==> config.mk <==
export PLATFORM = sky130hd
export DESIGN_NAME = lfsr_sequencer_flat
export DESIGN_NICKNAME = d
export VERILOG_FILES = /design/src/rtl/lfsr_sequencer_if.sv /design/src/rtl/lfsr_sequencer.sv /design/src/flat_wrapper.sv
export SDC_FILE = /design/constraint.sdc
export NUM_CORES = 1
export LEC_CHECK = 0
export CAP_MARGIN = 20
export CORE_MARGIN = 2
export CORE_UTILIZATION = 59
export DETAILED_ROUTE_END_ITERATION = 10
export PLACE_DENSITY = 0.95
export SKIP_CTS_REPAIR_TIMING = 1
export SYNTH_ARGS = -nofsm -noshare
export SYNTH_HDL_FRONTEND = slang
export SYNTH_SLANG_ARGS = --single-unit
==> constraint.sdc <==
create_clock -name clk_i -period 6.9 [get_ports clk_i]
set_input_delay 1.38 -clock clk_i [delete_from_list [all_inputs] [get_ports clk_i]]
set_output_delay 1.38 -clock clk_i [all_outputs]
set_load 0.02 [all_outputs]
==> src/rtl/lfsr_sequencer_if.sv <==
// Bus bundle for lfsr_sequencer: table inputs, advance strobe and chip outputs.
// The sequencer takes the slave modport; the producer/consumer side takes master.
interface lfsr_sequencer_if #(
  parameter int WIDTH = 16
);
  logic             ena_i;
  logic [4:0]       degree_i;
  logic [WIDTH-1:0] mask_i;
  logic [WIDTH-1:0] len_i;
  logic             strobe_i;
  logic             pn_o;
  logic             valid_o;
  logic             sync_o;
  logic [WIDTH-1:0] index_o;
  logic             err_o;

  modport slave (
    input  ena_i, degree_i, mask_i, len_i, strobe_i,
    output pn_o, valid_o, sync_o, index_o, err_o
  );

  modport master (
    output ena_i, degree_i, mask_i, len_i, strobe_i,
    input  pn_o, valid_o, sync_o, index_o, err_o
  );
endinterface

==> src/rtl/lfsr_sequencer.sv <==
// PN-sequence generator: right-shifting Galois LFSR fed by the constant table.
// Emits one chip per strobe in RUN, with a period-start marker and chip index.
// Optional feature macro: LFSR_SEQ_PERIOD_CHECK_EN -- when defined, the register
// value after each period wrap is compared with SEED and a sticky err_o is raised
// on mismatch; when undefined no comparator exists and err_o is tied low.
module lfsr_sequencer #(
  parameter int               WIDTH = 16,
  parameter logic [WIDTH-1:0] SEED  = WIDTH'(1)
) (
  input  logic            clk_i,
  input  logic            rst_n_i,
  lfsr_sequencer_if.slave bus
);

  localparam logic [1:0] S_IDLE = 2'd0;
  localparam logic [1:0] S_LOAD = 2'd1;
  localparam logic [1:0] S_RUN  = 2'd2;

  logic [1:0]       state_q, state_d;
  logic [WIDTH-1:0] r_q, r_d;
  logic [WIDTH-1:0] cnt_q, cnt_d;
  logic [4:0]       deg_q, deg_d;
  logic [WIDTH-1:0] mask_q, mask_d;
  logic [WIDTH-1:0] len_q, len_d;
  logic             pn_q, pn_d;
  logic             valid_q, valid_d;
  logic             sync_q, sync_d;
  logic [WIDTH-1:0] idx_q, idx_d;

  logic             deg_ok;
  logic             wrap;
  logic [WIDTH-1:0] r_step;

  // Only degrees the table actually covers may start or keep a run
  assign deg_ok = (bus.degree_i >= 5'd2) && (bus.degree_i <= 5'd16);
  // Last chip of the period; len 16'hFFFF wraps at 16'hFFFE so no overflow
  assign wrap   = (cnt_q == len_q - WIDTH'(1));
  // Galois step: shift right, fold the mask in when a one falls out
  assign r_step = r_q[0] ? ((r_q >> 1) ^ mask_q) : (r_q >> 1);

`ifdef LFSR_SEQ_PERIOD_CHECK_EN
  logic err_q, err_d;
`endif

  // Next-state: FSM, table latch, LFSR step and chip outputs
  always_comb begin
    state_d = state_q;
    r_d     = r_q;
    cnt_d   = cnt_q;
    deg_d   = deg_q;
    mask_d  = mask_q;
    len_d   = len_q;
    pn_d    = pn_q;
    idx_d   = idx_q;
    valid_d = 1'b0;
    sync_d  = 1'b0;
`ifdef LFSR_SEQ_PERIOD_CHECK_EN
    err_d   = err_q;
`endif
    case (state_q)
      S_IDLE: begin
        if (bus.ena_i && deg_ok) state_d = S_LOAD;
      end
      S_LOAD: begin
        // strobe is ignored here; the table values are captured once per run
        deg_d   = bus.degree_i;
        mask_d  = bus.mask_i;
        len_d   = bus.len_i;
        r_d     = SEED;
        cnt_d   = '0;
        state_d = S_RUN;
`ifdef LFSR_SEQ_PERIOD_CHECK_EN
        err_d   = 1'b0;
`endif
      end
      S_RUN: begin
        // exits win over a strobe in the same cycle
        if (!bus.ena_i || !deg_ok) begin
          state_d = S_IDLE;
        end else if (bus.degree_i != deg_q) begin
          state_d = S_LOAD;
        end else if (bus.strobe_i) begin
          pn_d    = r_q[0];
          idx_d   = cnt_q;
          sync_d  = (cnt_q == '0);
          valid_d = 1'b1;
          r_d     = r_step;
          cnt_d   = wrap ? '0 : cnt_q + WIDTH'(1);
`ifdef LFSR_SEQ_PERIOD_CHECK_EN
          // a correct mask/len pair returns to SEED exactly at the wrap
          if (wrap && (r_step != SEED)) err_d = 1'b1;
`endif
        end
      end
      default: state_d = S_IDLE;
    endcase
  end

  // State and output registers, synchronous active-low reset
  always_ff @(posedge clk_i) begin
    if (!rst_n_i) begin
      state_q <= S_IDLE;
      r_q     <= SEED;
      cnt_q   <= '0;
      deg_q   <= '0;
      mask_q  <= '0;
      len_q   <= '0;
      pn_q    <= 1'b0;
      valid_q <= 1'b0;
      sync_q  <= 1'b0;
      idx_q   <= '0;
    end else begin
      state_q <= state_d;
      r_q     <= r_d;
      cnt_q   <= cnt_d;
      deg_q   <= deg_d;
      mask_q  <= mask_d;
      len_q   <= len_d;
      pn_q    <= pn_d;
      valid_q <= valid_d;
      sync_q  <= sync_d;
      idx_q   <= idx_d;
    end
  end

`ifdef LFSR_SEQ_PERIOD_CHECK_EN
  // Sticky period-mismatch flag, cleared by reset or LOAD
  always_ff @(posedge clk_i) begin
    if (!rst_n_i) err_q <= 1'b0;
    else          err_q <= err_d;
  end
  assign bus.err_o = err_q;
`else
  assign bus.err_o = 1'b0;
`endif

  assign bus.pn_o    = pn_q;
  assign bus.valid_o = valid_q;
  assign bus.sync_o  = sync_q;
  assign bus.index_o = idx_q;

endmodule
==> src/flat_wrapper.sv <==
// flat-port wrapper written by rule: the top's interface ports become plain ports
module lfsr_sequencer_flat 
#(
  parameter int               WIDTH = 16,
  parameter logic [WIDTH-1:0] SEED  = WIDTH'(1)
)
  (clk_i, rst_n_i, bus_ena_i, bus_degree_i, bus_mask_i, bus_len_i, bus_strobe_i, bus_pn_o, bus_valid_o, bus_sync_o, bus_index_o, bus_err_o);
  lfsr_sequencer_if #(.WIDTH(WIDTH)) bus_i ();
  input  logic clk_i;
  input  logic rst_n_i;
  input wire logic [$bits(bus_i.ena_i)-1:0] bus_ena_i;
  input wire logic [$bits(bus_i.degree_i)-1:0] bus_degree_i;
  input wire logic [$bits(bus_i.mask_i)-1:0] bus_mask_i;
  input wire logic [$bits(bus_i.len_i)-1:0] bus_len_i;
  input wire logic [$bits(bus_i.strobe_i)-1:0] bus_strobe_i;
  output wire logic [$bits(bus_i.pn_o)-1:0] bus_pn_o;
  output wire logic [$bits(bus_i.valid_o)-1:0] bus_valid_o;
  output wire logic [$bits(bus_i.sync_o)-1:0] bus_sync_o;
  output wire logic [$bits(bus_i.index_o)-1:0] bus_index_o;
  output wire logic [$bits(bus_i.err_o)-1:0] bus_err_o;
  assign bus_i.ena_i = bus_ena_i;
  assign bus_i.degree_i = bus_degree_i;
  assign bus_i.mask_i = bus_mask_i;
  assign bus_i.len_i = bus_len_i;
  assign bus_i.strobe_i = bus_strobe_i;
  assign bus_pn_o = bus_i.pn_o;
  assign bus_valid_o = bus_i.valid_o;
  assign bus_sync_o = bus_i.sync_o;
  assign bus_index_o = bus_i.index_o;
  assign bus_err_o = bus_i.err_o;
  lfsr_sequencer #(.WIDTH(WIDTH), .SEED(SEED)) u_core (.clk_i(clk_i), .rst_n_i(rst_n_i), .bus(bus_i));
endmodule
==> results.cfg <==
[sta]
finalClockSkew_ns = 0.00765
fin_hold_ws_ns = 0.459
hold_viol = 0
period_share_pct = 56.9
min_period_ns = 3.93
worstMarginPinSlew_ns = 1.04
fin_tns_setup_ns = 0
setup_violations = 0
report.final.slew_viol_count = 0
maxSlewHeadroom_pct = 31.0
rsz0062_at_grt = false
max_freq_ghz = 0.255

[worst_setup_path]
path_class = in -> reg
r2r_setup_slack_ns = 3.64
cp_slowest_cell = and2_1
path_buf_inv = 2
critPathArrivalTime_ns = 4.15
startpoint_type = input port
end_kind = register
cpLargestDelayFamily = simple AND/OR/NAND/NOR gates
worstPathMaxFanout = 18
required_ns = 7.12
crit_chain = clkdlybuf4s50_1 -> inv_1 -> a221o_1 -> nor4_4 -> nor2b_1 -> and2_1 -> mux2i_1 -> nor2_1
critPathMaxStageDelay_ns = 0.84

[synthesis]
ys_ff_latch = 90
synthCells = 546
synth_top_area_cell = dfxtp_1
ys.flop_type = dfxtp_1
syn_nets = 590
synth_most_common_cell = nand2_1
ys_seq_area_share_pct = 40.6
synth_area_leaders = dfxtp_1 (41%), nand2_1 (8.3%), a21oi_1 (6.2%)
synth_top_area_share_pct = 40.6
synth_area_um2 = 4440
postSynth.asyncResetShare_pct = 0
yosysUniqueCellTypes = 61
synth_warnings = 0
synth_common_cells = nand2_1 (98), dfxtp_1 (90), a21oi_1 (55)
synth.avg_cell_area_um2 = 8.14
synth_edf_count = 0

[job]
drv_cap = 0

[floorplan]
ioPinCount = 61
fp.dieW_um = 90.8
core_area_um2 = 7290
start_util_pct = 60.9
num_rows = 31
fp.dieH_um = 90.8
dieArea_um2 = 8240

[grt]
grt_antenna_before_repair = 0
grt_pass1_vias = 3837
grt_pass1_wl_um = 17400
grt_max_degree = 73
groute.usage.overall_pct = 25.8
globalRouteOverflowTotal = 0

[layout]
final_core_util_pct = 71.1
antenna_cells = 0
fillers = 542
finalNetCount = 620
syn_to_final_growth_pct = 16.6
drive_gt1_share_pct = 6.02

[route]
wire_per_inst_um = 15.5
drt-initial-drc-count = 364
via_per_inst = 5.87
num_vias = 3994
first_pass_iters = 6
drt-total-wl_um = 10500
drtAntennaViolNets = 0
drc = 0

[worst_hold_path]
hold_path_class = reg -> reg

[placement]
hpwl_um = 7160
port_buffers = 59
routabilityCongestion = 0.893

[clock_tree]
cts_made_buffers = 9
clockBufferDepth = 2
cts_root_buf = clkbuf_8
clock_sinks = 90
htree_levels = 3
clk_latency_ns = 0.36
clk_pin_slew_ns = 0.09
cts_tree = yes

[power]
powerDensity_nw_per_um2 = 189
vdd_ir_drop_max_v = 0.000137
p_leak_nw = 1.75

[outcome]
status = finished clean
-- power by group --
| part | switching, mW | total [mW] | internal (mW) |
|---|---|---|---|
| clock | 0.189 | 0.332 | 0.143 |
| sequential | 0.00981 | 0.537 | 0.527 |
| combinational | 0.0592 | 0.109 | 0.0495 |
-- layout make-up --
type | count | area, um^2 | share of cell area (%)
sequential | 90 | 1800 | 34.8
inverter | 12 | 45.0 | 0.869
timing repair buffer | 63 | 621 | 12.0
tap | 99 | 124 | 2.39
clock buffer | 11 | 141 | 2.73
clock inverter | 5 | 38.8 | 0.748
multi-input combinational | 400 | 2410 | 46.5
-- sequential cells by signal, summed over array words and instances (netlist names) --
| name | count |
|---|---|
| u_core.bus.sync_o | 1 |
| u_core.len_q | 16 |
| u_core.cnt_q | 16 |
| u_core.r_q | 16 |
| u_core.state_q | 2 |
| u_core.bus.pn_o | 1 |
| u_core.mask_q | 16 |
| u_core.bus.index_o | 16 |
| u_core.bus.valid_o | 1 |
| u_core.deg_q | 5 |
-- routing by layer --
metal	routed length, um	global-route usage (%)
met1	4260	30.3
met2	5310	46.0
met3	631	3.84
met4	319	12.6
met5	0	0
-- metrics by stage --
stage          total power, mW  instances  setup WS, ns  area (um^2)
6_report                 0.977        680          2.97         5180
5_1_grt                   1.01        680          2.77         5180
4_1_cts                  0.977        680          2.97         5180
3_5_place_dp             0.656        664          2.56         5000
3_3_place_gp             0.651        664          2.76         5000
2_1_floorplan            0.617        546          3.77         4440
-- cells by family after synthesis --
group | after synthesis | share of synthesized area, %
other | 1 | 0.0844
buffers and inverters | 56 | 5.49
adders and majority gates | 3 | 0.845
muxes | 18 | 4.06
AOI/OAI and AO/OA | 89 | 12.9
and+or+nand+nor | 246 | 27.6
xor gates and xnor gates | 43 | 8.48
DFF | 90 | 40.6
-- worst paths after layout --
check,cells after the start,start,end
setup / recovery,8,bus_degree_i[4],u_core.bus.index_o[7]
hold / removal,2,u_core.mask_q[4],u_core.mask_q[4]
setup reg to reg,7,u_core.state_q[0],u_core.bus.index_o[7]
hold reg to reg,2,u_core.mask_q[4],u_core.mask_q[4]
-- cells in the final DEF (no fill, tap or decap), drive strengths merged, types with 3 or more instances in the layout --
master,n
a2111oi,3
a21oi,55
a31oi,3
and3,7
buf,4
clkbuf,11
clkdlybuf4s50,59
clkinv,3
dfxtp,90
ha,3
inv,13
mux2i,18
nand2,98
nand2b,5
nand3,15
nand4,7
nand4b,3
nor2,54
nor2b,4
nor3,21
nor4,10
o211ai,6
o21ai,3
o31ai,5
or3,5
xnor2,17
xor2,26
-- worst min-delay path: cells and delay by family, from the launching register on --
kind,cells,cell delay (ns)
DFF,1,0.32
AOI/OAI and AO/OA,1,0.05
and+or+nand+nor,1,0.05
No activity file was read; power rests on OpenSTA's default activity.
